## config.mk

```make
export PLATFORM = sky130hd
export DESIGN_NAME = seven_sd_scan_decoder
export DESIGN_NICKNAME = d
export VERILOG_FILES = /design/src/rtl/seven_sd_scan_decoder.sv
export SDC_FILE = /design/constraint.sdc
export NUM_CORES = 1
export LEC_CHECK = 0
export BUFFER_PORTS_ARGS = -buffer_cell sky130_fd_sc_hd__buf_2
export CORE_MARGIN = 10
export CORE_UTILIZATION = 59
export DETAILED_ROUTE_END_ITERATION = 7
export GPL_TIMING_DRIVEN = 0
export PLACE_DENSITY = 0.82
export SYNTH_ARGS = -nofsm -noshare
export SYNTH_HDL_FRONTEND = slang
export SYNTH_SLANG_ARGS = --single-unit
```

## constraint.sdc

```tcl
create_clock -name clk -period 3 [get_ports clk]
set_input_delay 0 -clock clk [delete_from_list [all_inputs] [get_ports clk]]
set_output_delay 0 -clock clk [all_outputs]
set_load 0.01 [all_outputs]
```

## src/rtl/seven_sd_scan_decoder.sv

```systemverilog
// Rebuilds the 32-bit value behind a multiplexed 7-seg bus; a digit is captured SETTLE_CYCLES+2 cycles after it settles, frame commits 1 cycle after the 4th digit.
// Latency as above; passive observer with no backpressure; unstable, blanked or multi-enable bus states are simply not captured.
module seven_sd_scan_decoder #(
    parameter int SETTLE_CYCLES      = 16,
    parameter bit ENABLE_ACTIVE_LOW  = 1'b1,
    parameter bit SEGMENT_ACTIVE_LOW = 1'b1,
    parameter int TIMEOUT_CYCLES     = 1048576
) (
    input  logic        clk,
    input  logic        resetN,
    input  logic [7:0]  displayIn,
    input  logic [3:0]  enableIn,
    output logic [31:0] value,
    output logic        frameValid,
    output logic        valueChanged,
    output logic [3:0]  digitMask,
    output logic        stale,
    output logic        scanError
);

    localparam int SW = $clog2(SETTLE_CYCLES);
    localparam int TW = $clog2(TIMEOUT_CYCLES + 1);
    localparam logic [3:0]    EN_INV      = {4{ENABLE_ACTIVE_LOW}};
    localparam logic [7:0]    SEG_INV     = {8{SEGMENT_ACTIVE_LOW}};
    localparam logic [SW-1:0] SETTLE_LAST = SW'(SETTLE_CYCLES - 1);
    localparam logic [TW-1:0] TIMEOUT_MAX = TW'(TIMEOUT_CYCLES);

    typedef enum logic [1:0] {
        IDLE,
        SETTLE,
        HOLD
    } state_t;

    state_t        state;
    state_t        stateNext;
    logic [SW-1:0] settleCnt;
    logic [SW-1:0] settleCntNext;
    logic [TW-1:0] idleCnt;

    logic [3:0]  enMeta;
    logic [3:0]  enSync;
    logic [7:0]  segMeta;
    logic [7:0]  segSync;
    logic [3:0]  en;
    logic [7:0]  seg;
    logic [3:0]  enPrev;
    logic [7:0]  segPrev;
    logic        enChanged;
    logic        pairChanged;
    logic        enOneHot;
    logic        enMultiHot;
    logic [1:0]  digitIdx;
    logic        capture;
    logic        commit;
    logic [3:0]  maskNext;
    logic [31:0] shadow;

    // Synchronizers reset to the inactive pin level so no spurious enable pattern follows reset.
    always_ff @(posedge clk or negedge resetN) begin
        if (!resetN) begin
            enMeta  <= EN_INV;
            enSync  <= EN_INV;
            segMeta <= SEG_INV;
            segSync <= SEG_INV;
            enPrev  <= '0;
            segPrev <= '0;
        end else begin
            enMeta  <= enableIn;
            enSync  <= enMeta;
            segMeta <= displayIn;
            segSync <= segMeta;
            enPrev  <= en;
            segPrev <= seg;
        end
    end

    assign en          = enSync ^ EN_INV;
    assign seg         = segSync ^ SEG_INV;
    assign enChanged   = (en != enPrev);
    assign pairChanged = enChanged || (seg != segPrev);
    assign enOneHot    = $onehot(en);
    assign enMultiHot  = ($countones(en) > 1);

    always_comb begin
        digitIdx = '0;
        for (int i = 0; i < 4; i++) begin
            if (en[i]) begin
                digitIdx = 2'(i);
            end
        end
    end

    always_ff @(posedge clk or negedge resetN) begin
        if (!resetN) begin
            state     <= IDLE;
            settleCnt <= '0;
        end else begin
            state     <= stateNext;
            settleCnt <= settleCntNext;
        end
    end

    always_comb begin
        stateNext     = state;
        settleCntNext = settleCnt;
        capture       = 1'b0;
        if (enMultiHot) begin
            stateNext     = IDLE;
            settleCntNext = '0;
        end else begin
            case (state)
                IDLE: begin
                    if (enOneHot) begin
                        stateNext     = SETTLE;
                        settleCntNext = '0;
                    end
                end
                SETTLE: begin
                    if (en == 4'b0000) begin
                        stateNext     = IDLE;
                        settleCntNext = '0;
                    end else if (pairChanged) begin
                        settleCntNext = '0;
                    end else if (settleCnt == SETTLE_LAST) begin
                        capture       = 1'b1;
                        stateNext     = HOLD;
                        settleCntNext = '0;
                    end else begin
                        settleCntNext = settleCnt + SW'(1);
                    end
                end
                HOLD: begin
                    // Segment-only changes under the same enable are ignored until the enable moves.
                    if (enChanged) begin
                        stateNext     = (en == 4'b0000) ? IDLE : SETTLE;
                        settleCntNext = '0;
                    end
                end
                default: begin
                    stateNext     = IDLE;
                    settleCntNext = '0;
                end
            endcase
        end
    end

    assign commit = (digitMask == 4'b1111);

    // A capture on the commit cycle lands in the freshly cleared mask of the next frame.
    always_comb begin
        maskNext = digitMask;
        if (commit) begin
            maskNext = '0;
        end
        if (capture) begin
            maskNext[digitIdx] = 1'b1;
        end
    end

    always_ff @(posedge clk or negedge resetN) begin
        if (!resetN) begin
            shadow       <= '0;
            digitMask    <= '0;
            value        <= '0;
            frameValid   <= 1'b0;
            valueChanged <= 1'b0;
            scanError    <= 1'b0;
        end else begin
            digitMask    <= maskNext;
            frameValid   <= commit;
            valueChanged <= commit && (shadow != value);
            scanError    <= enMultiHot && enChanged;
            if (commit) begin
                value <= shadow;
            end
            if (capture) begin
                shadow[{digitIdx, 3'b000} +: 8] <= seg;
            end
        end
    end

    always_ff @(posedge clk or negedge resetN) begin
        if (!resetN) begin
            idleCnt <= '0;
        end else if (capture) begin
            idleCnt <= '0;
        end else if (idleCnt != TIMEOUT_MAX) begin
            idleCnt <= idleCnt + TW'(1);
        end
    end

    assign stale = (idleCnt == TIMEOUT_MAX);

endmodule

```

# Word-level counts from Yosys, hierarchy flattened
# Cells that the tools add are included.
# word_totals
ff_bits,134
output_inout_bits,40
# classes
n_addsub,9
order_cmp,3
eq_ne,14
n_shift,2
mux,30
n_bitwise,3
n_reduce_logical,9
# op_table
operator,n
2-to-1 mux 21 bit,2
bitwise mux 32 bit,1
2-to-1 mux 4 bit,8
inequality test 32 bit,1
"variable shift 8 x 7 -> 32 bit, first input constant",1
indexed part select 8 x 7 -> 32 bit,1
"adder 21 x 1 -> 21 bit, second input constant",1
"== test 21 bit, second input constant",1
"inequality test 21 bit, second input constant",1
2-to-1 mux 2 bit,8
one-hot mux 4 bit (3 select lines),1
adder 1 x 1 -> 2 bit,4
"== test 4 bit, second input constant",2
2-to-1 mux 1 bit,8
"inequality test 4 bit, second input constant",2
inequality test 8 bit,1
NOT 8 bit,1
negator 5 -> 7 bit,1
adder 2 x 2 -> 3 bit,2
"inequality test 3 bit, second input constant",2
one-hot mux 2 bit (3 select lines),1
"adder 4 x 1 -> 4 bit, second input constant",1
zero test 4 bit,1
inequality test 4 bit,1
other kinds (15),17

# Longest topological paths before layout
# Gate-level depths: netlist (run 1).
# logic_depth
ltp_word,10
depth_mapped,10

# Least setup slack after synthesis (run 1)
# Ideal clock, no wire load.
# synth_path
path_type,reg-to-reg
from,reg enSync[0]
to,reg shadow[0]
arrival_ns,2.463
required_ns,2.872
path_slack_ns,0.409
path_stages_with_launch,10
path_buffers,0
path_cell_list,dfstp_2 fa_1 inv_1 ha_1 inv_1 ha_1 nand3b_1 nor2_1 nand3_4 mux2_1
# synth_via
elab_chain_len,7
word_cells_on_any_way,11
# synth_rtl
item,line_no,source
from (decl),41,logic [3:0] enSync;
from (signal assigned),69,enSync <= enMeta;
NOT 4 bit (no source line) *,n/a,
"parallel branches: the longest is 5 deep, another holds adder 2 x 2 -> 3 bit",n/a,
2-to-1 mux 1 bit *,107,if (enMultiHot) begin
"to (signal, indexed assignment)",177,"shadow[{digitIdx, 3'b000} +: 8] <= seg;"
to (decl),56,logic [31:0] shadow;
# Mark *: on every way between the ends.
# A chain may end at the register's enable or synchronous reset.

# Final worst setup path (run 1)
# layout_path
from,reg enSync[1]
to,reg shadow[0]
# layout_via
elab_chain_len,7
word_cells_on_any_way,18
# layout_rtl
item,line_no,source
NOT 4 bit (no source line) *,n/a,
net en[1],44,logic [3:0] en;
2-to-1 mux 1 bit or inequality test 4 bit (tied branches),"87, 79",
2-to-1 mux 2 bit or logical OR 1 bit (tied branches),"87, 80",
2-to-1 mux 2 bit or 2-to-1 mux 1 bit (tied branches),"87, 122",
negator 5 -> 7 bit or 2-to-1 mux 1 bit (tied branches),"177, 119",
indexed part select 8 x 7 -> 32 bit (tied with other cells),177,
bitwise mux 32 bit or 2-to-1 mux 1 bit (tied branches),"177, 107",
# Mark *: on every way through the listed nets, which the timed path passes. The rest lies on a longest branch.

==> metrics, run 1 <==
Synth Warn # 0; DPL Wire Length 8610 um; Setup Crit Path Kind flop to flop; Slew HR 34.8%; GRT Overall Usage 19.9%; # setup viols final 0; Logic pwr share 4.3%; setup TNS 0 ps; Fin Clk Skew 5.68 ps; wire per inst 17.9 um; Pint 3.34 mW; Post-Synthesis Cells 528; worst vdd ir 0.336 mV; most frequent cells in the layout dfrtp_1 (110), nand2_1 (106), buf_2 (54); PwrDens 590 mW/mm^2; Slew Viols, Final 0; DRC Markers 0; DP Area 0.00637 mm^2; Initial Util 60.4%; Core Region 0.00977 mm^2; critical path arrival 3290 ps; R2R Path End shadow[0]; Critical Path Start enSync[1]; Ports 54; worst-margin pin slew 976 ps; Clock transition at path regs 60 ps; Async S/R FF share, synth 100%; Mean Syn Cell Area 11.2 um^2; Required @ worst endpoint 3460 ps; f_max 0.354 GHz; cells on worst reg2reg path 8; largest net degree at the start of global routing 94; chip height 120 um; slowest CP cell dfstp_2; EDFF count, synth 0; Net Switching 0.879 mW; Final GP Congestion 0.894; Congestion Overflow GR 0; Syn Nets 558; FF-to-FF Start enSync[1]; DRT iter0 DRCs 322; post-route ant nets 0; I/O Buffers 53; n_diodes 0; FP Rows 36; fin crit period 2830 ps; initial antenna violation count 0; CTS Buffer Depth 2; vias in the first global route 4,502; total die area 0.0144 mm^2; status finished, final reports clean; critical path capture point type flop; switch share 20.8%; prevailing post-synth register cell dfrtp_1; Synth area leaders dfrtp_1 (47%), dfstp_2 (11%), xnor2_1 (7.7%), nand2_1 (6.7%), mux2_1 (4.6%); H-tree depth 4; via-per-instance ratio 5.47; CP peak stage delay 570 ps; share of cells above drive strength 1 20.7%; mapped cell area 0.00590 mm^2; Synth area leader dfrtp_1; clock power share 51.1%; Max Cap Viol 0; Area Growth Syn to Fin 21.0%; first-pass GRT wire length 22,600 um; crit share post-route 94.3%; Yosys reg bits 134; Levels on crit path 8; RSZ-0062 raised after global routing no; Final Hold Fails 0; crit path to shadow[0]; CP Launch Type flop; Pwr Total 4.22 mW; Pleak 3.60 nW; clk_lat worst skew 520 ps; flop-to-flop setup slack 170 ps; drt first pass iters 5; Cell variety after synth 41; CP Max Fanout 13; worst min path class input port to asynchronous set/reset pin; CTS tree yes; delay-heaviest family, CP buffers and inverters; Design Area, Final 0.00714 mm^2; CTS Root Cell clkbuf_8; CTS Sinks 134; DRT Wirelength 13,600 um; sequential share of power 44.6%; Die X 120 um; WP buf/inv 3; commonest non-fill, non-tap cell in the layout dfrtp_1; post-synthesis sequential area ratio 57.3%; Synth top area share 46.6%; Final nets 645; Via Count 4,166; CTS Buf Count 17; cells along the critical path inv_1, a21oi_1, clkbuf_2, ha_1, clkbuf_1, nand3b_1, nor2_1, mux2_1
## synthesized netlist by cell type (3+ instances only)
cell type / instances
dfrtp_1: 110
nand2_1: 106
xnor2_1: 52
nor2_1: 46
dfstp_2: 24
mux2_1: 24
inv_1: 23
ha_1: 15
nor4_1: 15
nand4_1: 14
xor2_1: 12
clkbuf_1: 9
and2_1: 8
mux2_2: 8
nand3_1: 8
a21oi_1: 6
and3_1: 5
a22o_1: 4
nand3_4: 4
a21o_1: 3
nand3b_1: 3
nor3_1: 3
## sequential cells by signal, indices dropped and copies added (netlist names)
name	flops
enMeta	4
settleCnt	4
segMeta	8
frameValid	1
idleCnt	21
shadow	32
enPrev	4
segPrev	8
enSync	4
state	2
digitMask	4
scanError	1
value	32
segSync	8
valueChanged	1
## layout make-up
cell class / count / area, um^2
Sequential cell: 134 / 3380
Fill cell: 622 / 2630
Multi-Input combinational cell: 358 / 2380
Clock buffer: 24 / 470
Timing Repair Buffer: 68 / 449
Tap cell: 133 / 166
Clock inverter: 8 / 146
Inverter: 23 / 86.3
Buffer: 13 / 56.3
## metal layers
metal	GRT usage, %	wire length (um)	part of all wire [%]
met5	0	0	0
met4	8.67	382	2.8
met3	5.67	914	6.7
met2	33.2	6780	50
met1	23.4	5540	41
## logic make-up (layout without fill, tap and decap cells)
logic type	count (synthesis)	count (layout)	share of synthesized area [%]
mux	33	33	6.27
xor+xnor	64	64	9.50
buf+inv	36	136	2.39
flops	134	134	57.3
fa+ha+maj	16	16	3.52
simple gates	226	226	18.8
compound gates	19	19	2.18
## worst min path at each step
stage,start,end,slack [ps]
4_1_cts,resetN,enMeta[1],40
5_1_grt,resetN,enSync[0],60
3_3_place_gp,enableIn[1],enMeta[1],100
2_1_floorplan,resetN,digitMask[0],-300
3_5_place_dp,resetN,idleCnt[0],-70
6_report,resetN,enMeta[2],40
## power by group through the flow
stage / Sequential (mW) / Combinational [mW] / Clock [mW]
6_report: 1.88 / 0.183 / 2.15
2_1_floorplan: 1.90 / 0.0890 / 0
5_1_grt: 1.88 / 0.204 / 2.26
3_3_place_gp: 1.91 / 0.150 / 0
4_1_cts: 1.88 / 0.184 / 2.17
3_5_place_dp: 1.91 / 0.164 / 0
## worst register-to-register path, stage by stage (launching register included)
cell and delay (ps):
dfstp_2 570, inv_1 70, a21oi_1 330, clkbuf_2 360
ha_1 250, clkbuf_1 420, nand3b_1 400, nor2_1 210
mux2_1 150
## per-stage QoR
step | worst slack (ps) | hold WS [ps] | cells | utilization [%]
after floorplan | 409 | -296 | 528 | -
final | 172 | 44.8 | 761 | 73.1
after CTS | 47.0 | 37.1 | 761 | 73.0
after global placement | 104 | 105 | 714 | 64.8
after detailed placement | 58.0 | -68.6 | 715 | 65.2
after global routing | 13.6 | 56.9 | 761 | 73.1
## timing repair
action,CTS,global route
setup endpoints to repair,2,34
resized for setup,1,2
buffers inserted,0,0
hold buffers,14,0
hold endpoints to repair,130,0
pin swaps,0,0
Power figures use the tool's default switching activity.
==> run 2, diff against run 1 <==
- CORE_ASPECT_RATIO: default -> 1.75
==> metrics, run 2 (synthesized netlist as in run 1, its figures left out) <==
most frequent cells in the layout dfrtp_1 (110), nand2_1 (106), buf_2 (54); slowest CP cell fa_1; CTS Buf Count 17 (unchanged); worst vdd ir 0.464 mV (+38%); Via Count 4,058 (-2.6%); Area Growth Syn to Fin 19.4%; Core Region 0.00985 mm^2 (+0.77%); status finished, final reports clean; setup TNS 0 ps (unchanged); Congestion Overflow GR 0 (unchanged); CTS Sinks 134 (unchanged); DRT iter0 DRCs 228 (-29%); critical path arrival 3170 ps (-120 ps); Slew HR 47.3% (+12 points); vias in the first global route 4,344 (-3.5%); Max Cap Viol 0 (unchanged); H-tree depth 4 (unchanged); Required @ worst endpoint 3300 ps (-160 ps); sequential cell area 0.00338 mm^2 (unchanged); tightest hold margin 137 ps (+92.0 ps); FP Rows 48 (+33%); largest net degree at the start of global routing 71 (-24%); Final GP Congestion 0.833 (-6.9%); Slew Viols, Final 0 (unchanged); CP Max Fanout 10 (-3); CP peak stage delay 530 ps (-40 ps); initial antenna violation count 0 (unchanged); Die X 95.6 um (-20%); post-route ant nets 0 (unchanged); CTS Buffer Depth 2 (unchanged); delay-heaviest family, CP simple AND/OR/NAND/NOR gates; wire per inst 17.1 um (-4.5%); Final nets 644 (-0.16%); f_max 0.349 GHz (-1.4%); crit share post-route 95.6% (+1.3 points); first-pass GRT wire length 21,400 um (-5.1%); GRT Overall Usage 18.7% (-1.2 points); I/O Buffers 53 (unchanged); Fin Clk Skew 5.34 ps (-0.338 ps); Design Area, Final 0.00705 mm^2 (-1.3%); Setup Crit Path Kind flop to flop; chip height 152 um (+27%); share of cells above drive strength 1 20.4% (-0.29 points); clk_lat worst skew 420 ps (-100 ps); biggest regs shadow: 32 flops, value: 32 flops, idleCnt: 21 flops; Pwr Total 3.99 mW (-5.3%); CTS Root Cell clkbuf_16; CP Launch Type flop; Final Hold Fails 0 (unchanged); area occupied by multi-input gates 0.00238 mm^2 (-0.11%); commonest non-fill, non-tap cell in the layout dfrtp_1; via-per-instance ratio 5.40 (-1.4%); DRC Markers 0 (unchanged); PwrDens 567 mW/mm^2 (-4.0%); worst min path class input port to asynchronous set/reset pin; WP buf/inv 3 (unchanged); n_diodes 0 (unchanged); # setup viols final 0 (unchanged); DRT Wirelength 12,900 um (-5.7%); fillcell total 685 (+10%); critical path capture point type flop; Initial Util 59.9% (-0.46 points); CTS tree yes; Post-CTS Setup Bufs 0 (unchanged); DP Area 0.00636 mm^2 (-0.16%); fin crit period 2870 ps (+39.4 ps); cells along the critical path fa_1, inv_1, ha_1, inv_1, ha_1, nand3b_1, or2_2, nor2_1, buf_2, nor2_1; Pleak 3.56 nW (-0.96%); drt first pass iters 4 (-1); total die area 0.0146 mm^2 (+1.1%); Clock transition at path regs 50 ps (about the same); DPL Wire Length 8910 um (+3.4%); worst-margin pin slew 784 ps (-192 ps); Ports 54 (unchanged)
run 2: where the power goes:
group          internal (mW)  switching [mW]  total (mW)  leakage [nW]
registers               1.85          0.0247        1.88          1.74
clock network           1.20           0.736        1.94         0.274
logic                 0.0669           0.112       0.179          1.55
total                   3.12           0.873        3.99          3.56
run 2: stage by stage:
step,util [%],worst slack (ps),std cells
final,71.6,132,752
after global routing,71.6,-23.2,752
after CTS,71.5,43.8,752
after detailed placement,64.6,48.5,707
after global placement,64.2,86.6,706
after floorplan,-,409,528
run 2: what timing repair did:
action	CTS	global route
hold buffers	13	0
resized for setup	0	3
hold endpoints to repair	76	0
endpoints found under the setup margin	0	26
run 2: metal layers:
metal  share of wire (%)  up-vias  routed length, um  global-route usage, %
met5                   0        -                  0                      0
met4                 2.0        0                252                   6.07
met3                 4.9       22                635                   5.87
met2                  55       86               7040                   32.6
met1                  38     2034               4930                   20.5
li1                    -     1916                  -                      -
run 2: final cells by class:
type                    count  area share [%]
inverters                  23            1.22
clock inverters             8            1.06
plain buffers              13           0.799
flip-flops and latches    134            48.0
repair buffers             67            6.09
clock buffers              24            6.83
multi-input cells         358            33.8
well taps                 125            2.22
run 2: final timing paths:
check | end | startpoint | cells past startpoint | slack (ps)
hold / removal | idleCnt[12] | resetN | 2 | 140
max in group asynchronous | segMeta[5] | resetN | 3 | 2070
setup reg to reg | idleCnt[12] | enSync[0] | 10 | 130
hold reg to reg | segSync[7] | segMeta[7] | 0 | 350
min in group clk | segMeta[4] | displayIn[4] | 2 | 220
setup / recovery | idleCnt[12] | enSync[0] | 10 | 130
run 2: worst reg2reg max path, delay by kind of cell (launching register included):
| kind | cells | cell delay [ps] |
|---|---|---|
| adder cells (fa/ha/maj) | 3 | 920 |
| AND/OR/NAND/NOR | 4 | 1000 |
| flip-flops | 1 | 390 |
| buffers and inverters | 3 | 440 |
==> run 3, diff against run 2 <==
- CORE_UTILIZATION: 59 -> 53
- PLACE_DENSITY: 0.82 -> 0.78
- clock period: 3 -> 2.4 ns (I/O delays scaled with it)
==> metrics, run 3 (synthesized netlist as in run 1, its figures left out) <==
PwrDens 690 mW/mm^2 (+22%); FP Rows 51 (+6.3%); f_max 0.410 GHz (+17%); Via Count 4,173 (+2.8%); Required @ worst endpoint 2750 ps (-550 ps); drt first pass iters 4 (unchanged); flop-to-flop setup slack -40 ps (-170 ps); slowest CP cell dfstp_2; Pleak 3.75 nW (+5.1%); fin crit period 2440 ps (-426 ps); clk_lat worst skew 420 ps (about the same); worst vdd ir 0.549 mV (+18%); largest net degree at the start of global routing 100 (+41%); Clock transition at path regs 60 ps (about the same); share of cells above drive strength 1 27.9% (+7.4 points); Final WS setup -41.4 ps (-174 ps); Placement Setup Slack -556 ps (-605 ps); CTS Root Cell clkbuf_16; Final GP Congestion 0.821 (-1.5%); H-tree depth 4 (unchanged); GRT Overall Usage 17.0% (-1.6 points); Core Region 0.0110 mm^2 (+12%); # setup viols final 6 (+6); first-pass GRT wire length 21,800 um (+2.1%); Final nets 656 (+1.9%); tightest hold margin 39.4 ps (-97.5 ps); FF-to-FF Start enSync[3]; I/O Buffers 53 (unchanged); biggest regs shadow: 32 flops, value: 32 flops, idleCnt: 21 flops; commonest non-fill, non-tap cell in the layout dfrtp_1; Initial Util 53.5% (-6.5 points); CTS tree yes; CP peak stage delay 570 ps (+40 ps); chip height 160 um (+4.8%); clock power share 48.7% (+0.2 points); setup TNS -45.4 ps (-45.4 ps); Slew Viols, Final 0 (unchanged); Logic pwr share 5.3% (+0.8 points); wire per inst 17.3 um (+1.4%); post-route ant nets 0 (unchanged); Ports 54 (unchanged); DRT Wirelength 13,400 um (+4.0%); Pint 3.92 mW (+26%); Area Growth Syn to Fin 25.2%; Net Switching 1.18 mW (+35%); crit share post-route 102% (+6.1 points); CP Launch Type flop; sequential share of power 46.0% (-1.0 points); CTS Sinks 134 (unchanged); Final Hold Fails 0 (unchanged); n_diodes 0 (unchanged); failing checks negative setup slack; Slew HR 42.4% (-4.9 points); utilization after layout 66.9% (-4.6 points); Max Cap Viol 0 (unchanged); Final Non-Filler Cells 771 (+2.5%); worst min path class input port to asynchronous set/reset pin; RSZ-0062 raised after global routing yes; R2R Path End shadow[2]; Pwr Total 5.10 mW (+28%); DPL Wire Length 8960 um (+0.53%); delay-heaviest family, CP buffers and inverters; Fin Clk Skew 8.54 ps (+3.21 ps); DP Area 0.00637 mm^2 (+0.22%); Die X 99.8 um (+4.4%); Design Area, Final 0.00739 mm^2 (+4.8%); total die area 0.0159 mm^2 (+9.3%); critical path arrival 2790 ps (-380 ps); switch share 23.2% (+1.3 points); CP Max Fanout 13 (+3); cells on worst reg2reg path 9 (-1); vias in the first global route 4,389 (+1.0%); CTS Buf Count 17 (unchanged); critical path capture point type flop; Setup Crit Path Kind flop to flop; DRC Markers 0 (unchanged); WP buf/inv 4 (+1); via-per-instance ratio 5.41 (+0.30%); placed insts 714 (+0.99%); status finished, violations left; cells along the critical path inv_1, a21oi_4, clkbuf_8, ha_1, clkbuf_2, nand3b_1, buf_12, nor2_1, mux2_4; CTS Buffer Depth 2 (unchanged); most frequent cells in the layout dfrtp_1 (110), nand2_1 (106), xnor2_1 (52), buf_2 (52), nor2_1 (43); worst-margin pin slew 856 ps (+72.9 ps); initial antenna violation count 0 (unchanged); DRT iter0 DRCs 196 (-14%); Congestion Overflow GR 0 (unchanged)
==> run 3: cell type report <==
type,count,area [um^2]
fillers,788,3650
flip-flops and latches,134,3380
clock inverters,13,124
repair buffers,79,548
multi-input cells,358,2550
inverters,23,86.3
clock buffers,19,453
well taps,132,165
plain buffers,13,80.1
==> run 3: worst reg2reg max path, stage by stage, from the launching register on <==
cell	delay [ps]
dfstp_2	570
inv_1	120
a21oi_4	220
clkbuf_8	230
ha_1	260
clkbuf_2	210
nand3b_1	250
buf_12	180
nor2_1	170
mux2_4	180
==> run 3: worst max-delay path by stage <==
stage / from / endpoint / slack [ps] / cells past startpoint
final: enSync[3] / shadow[2] / -40 / 9
after CTS: enSync[1] / shadow[8] / -20 / 10
after global routing: enSync[0] / idleCnt[4] / -100 / 10
after detailed placement: enSync[1] / shadow[2] / -560 / 8
after floorplan: enSync[0] / shadow[0] / 8 / 9
after global placement: enSync[3] / shadow[2] / -490 / 8
==> run 3: repair_timing <==
action,4_1_cts,5_1_grt
resized for setup,30,23
setup endpoints to repair,57,53
pin swaps,6,4
hold buffers,13,0
setup buffers,8,4
endpoints found under the hold margin,127,0
==> run 3: power groups by stage <==
stage	registers [mW]	clock network [mW]	logic, mW
after global routing	2.35	2.63	0.301
after global placement	2.38	0	0.190
after detailed placement	2.38	0	0.206
final	2.35	2.48	0.269
after CTS	2.34	2.51	0.258
after floorplan	2.38	0	0.112
==> run 3: metal layers <==
metal / wire length, um / share of wire (%) / vias to the layer above / track usage, %
met2: 7260 / 54 / 93 / 29.5
met4: 333 / 2.5 / 0 / 7.85
met5: 0 / 0 / - / 0
met3: 659 / 4.9 / 28 / 4.79
met1: 5110 / 38 / 2102 / 18.5
li1: - / - / 1950 / -
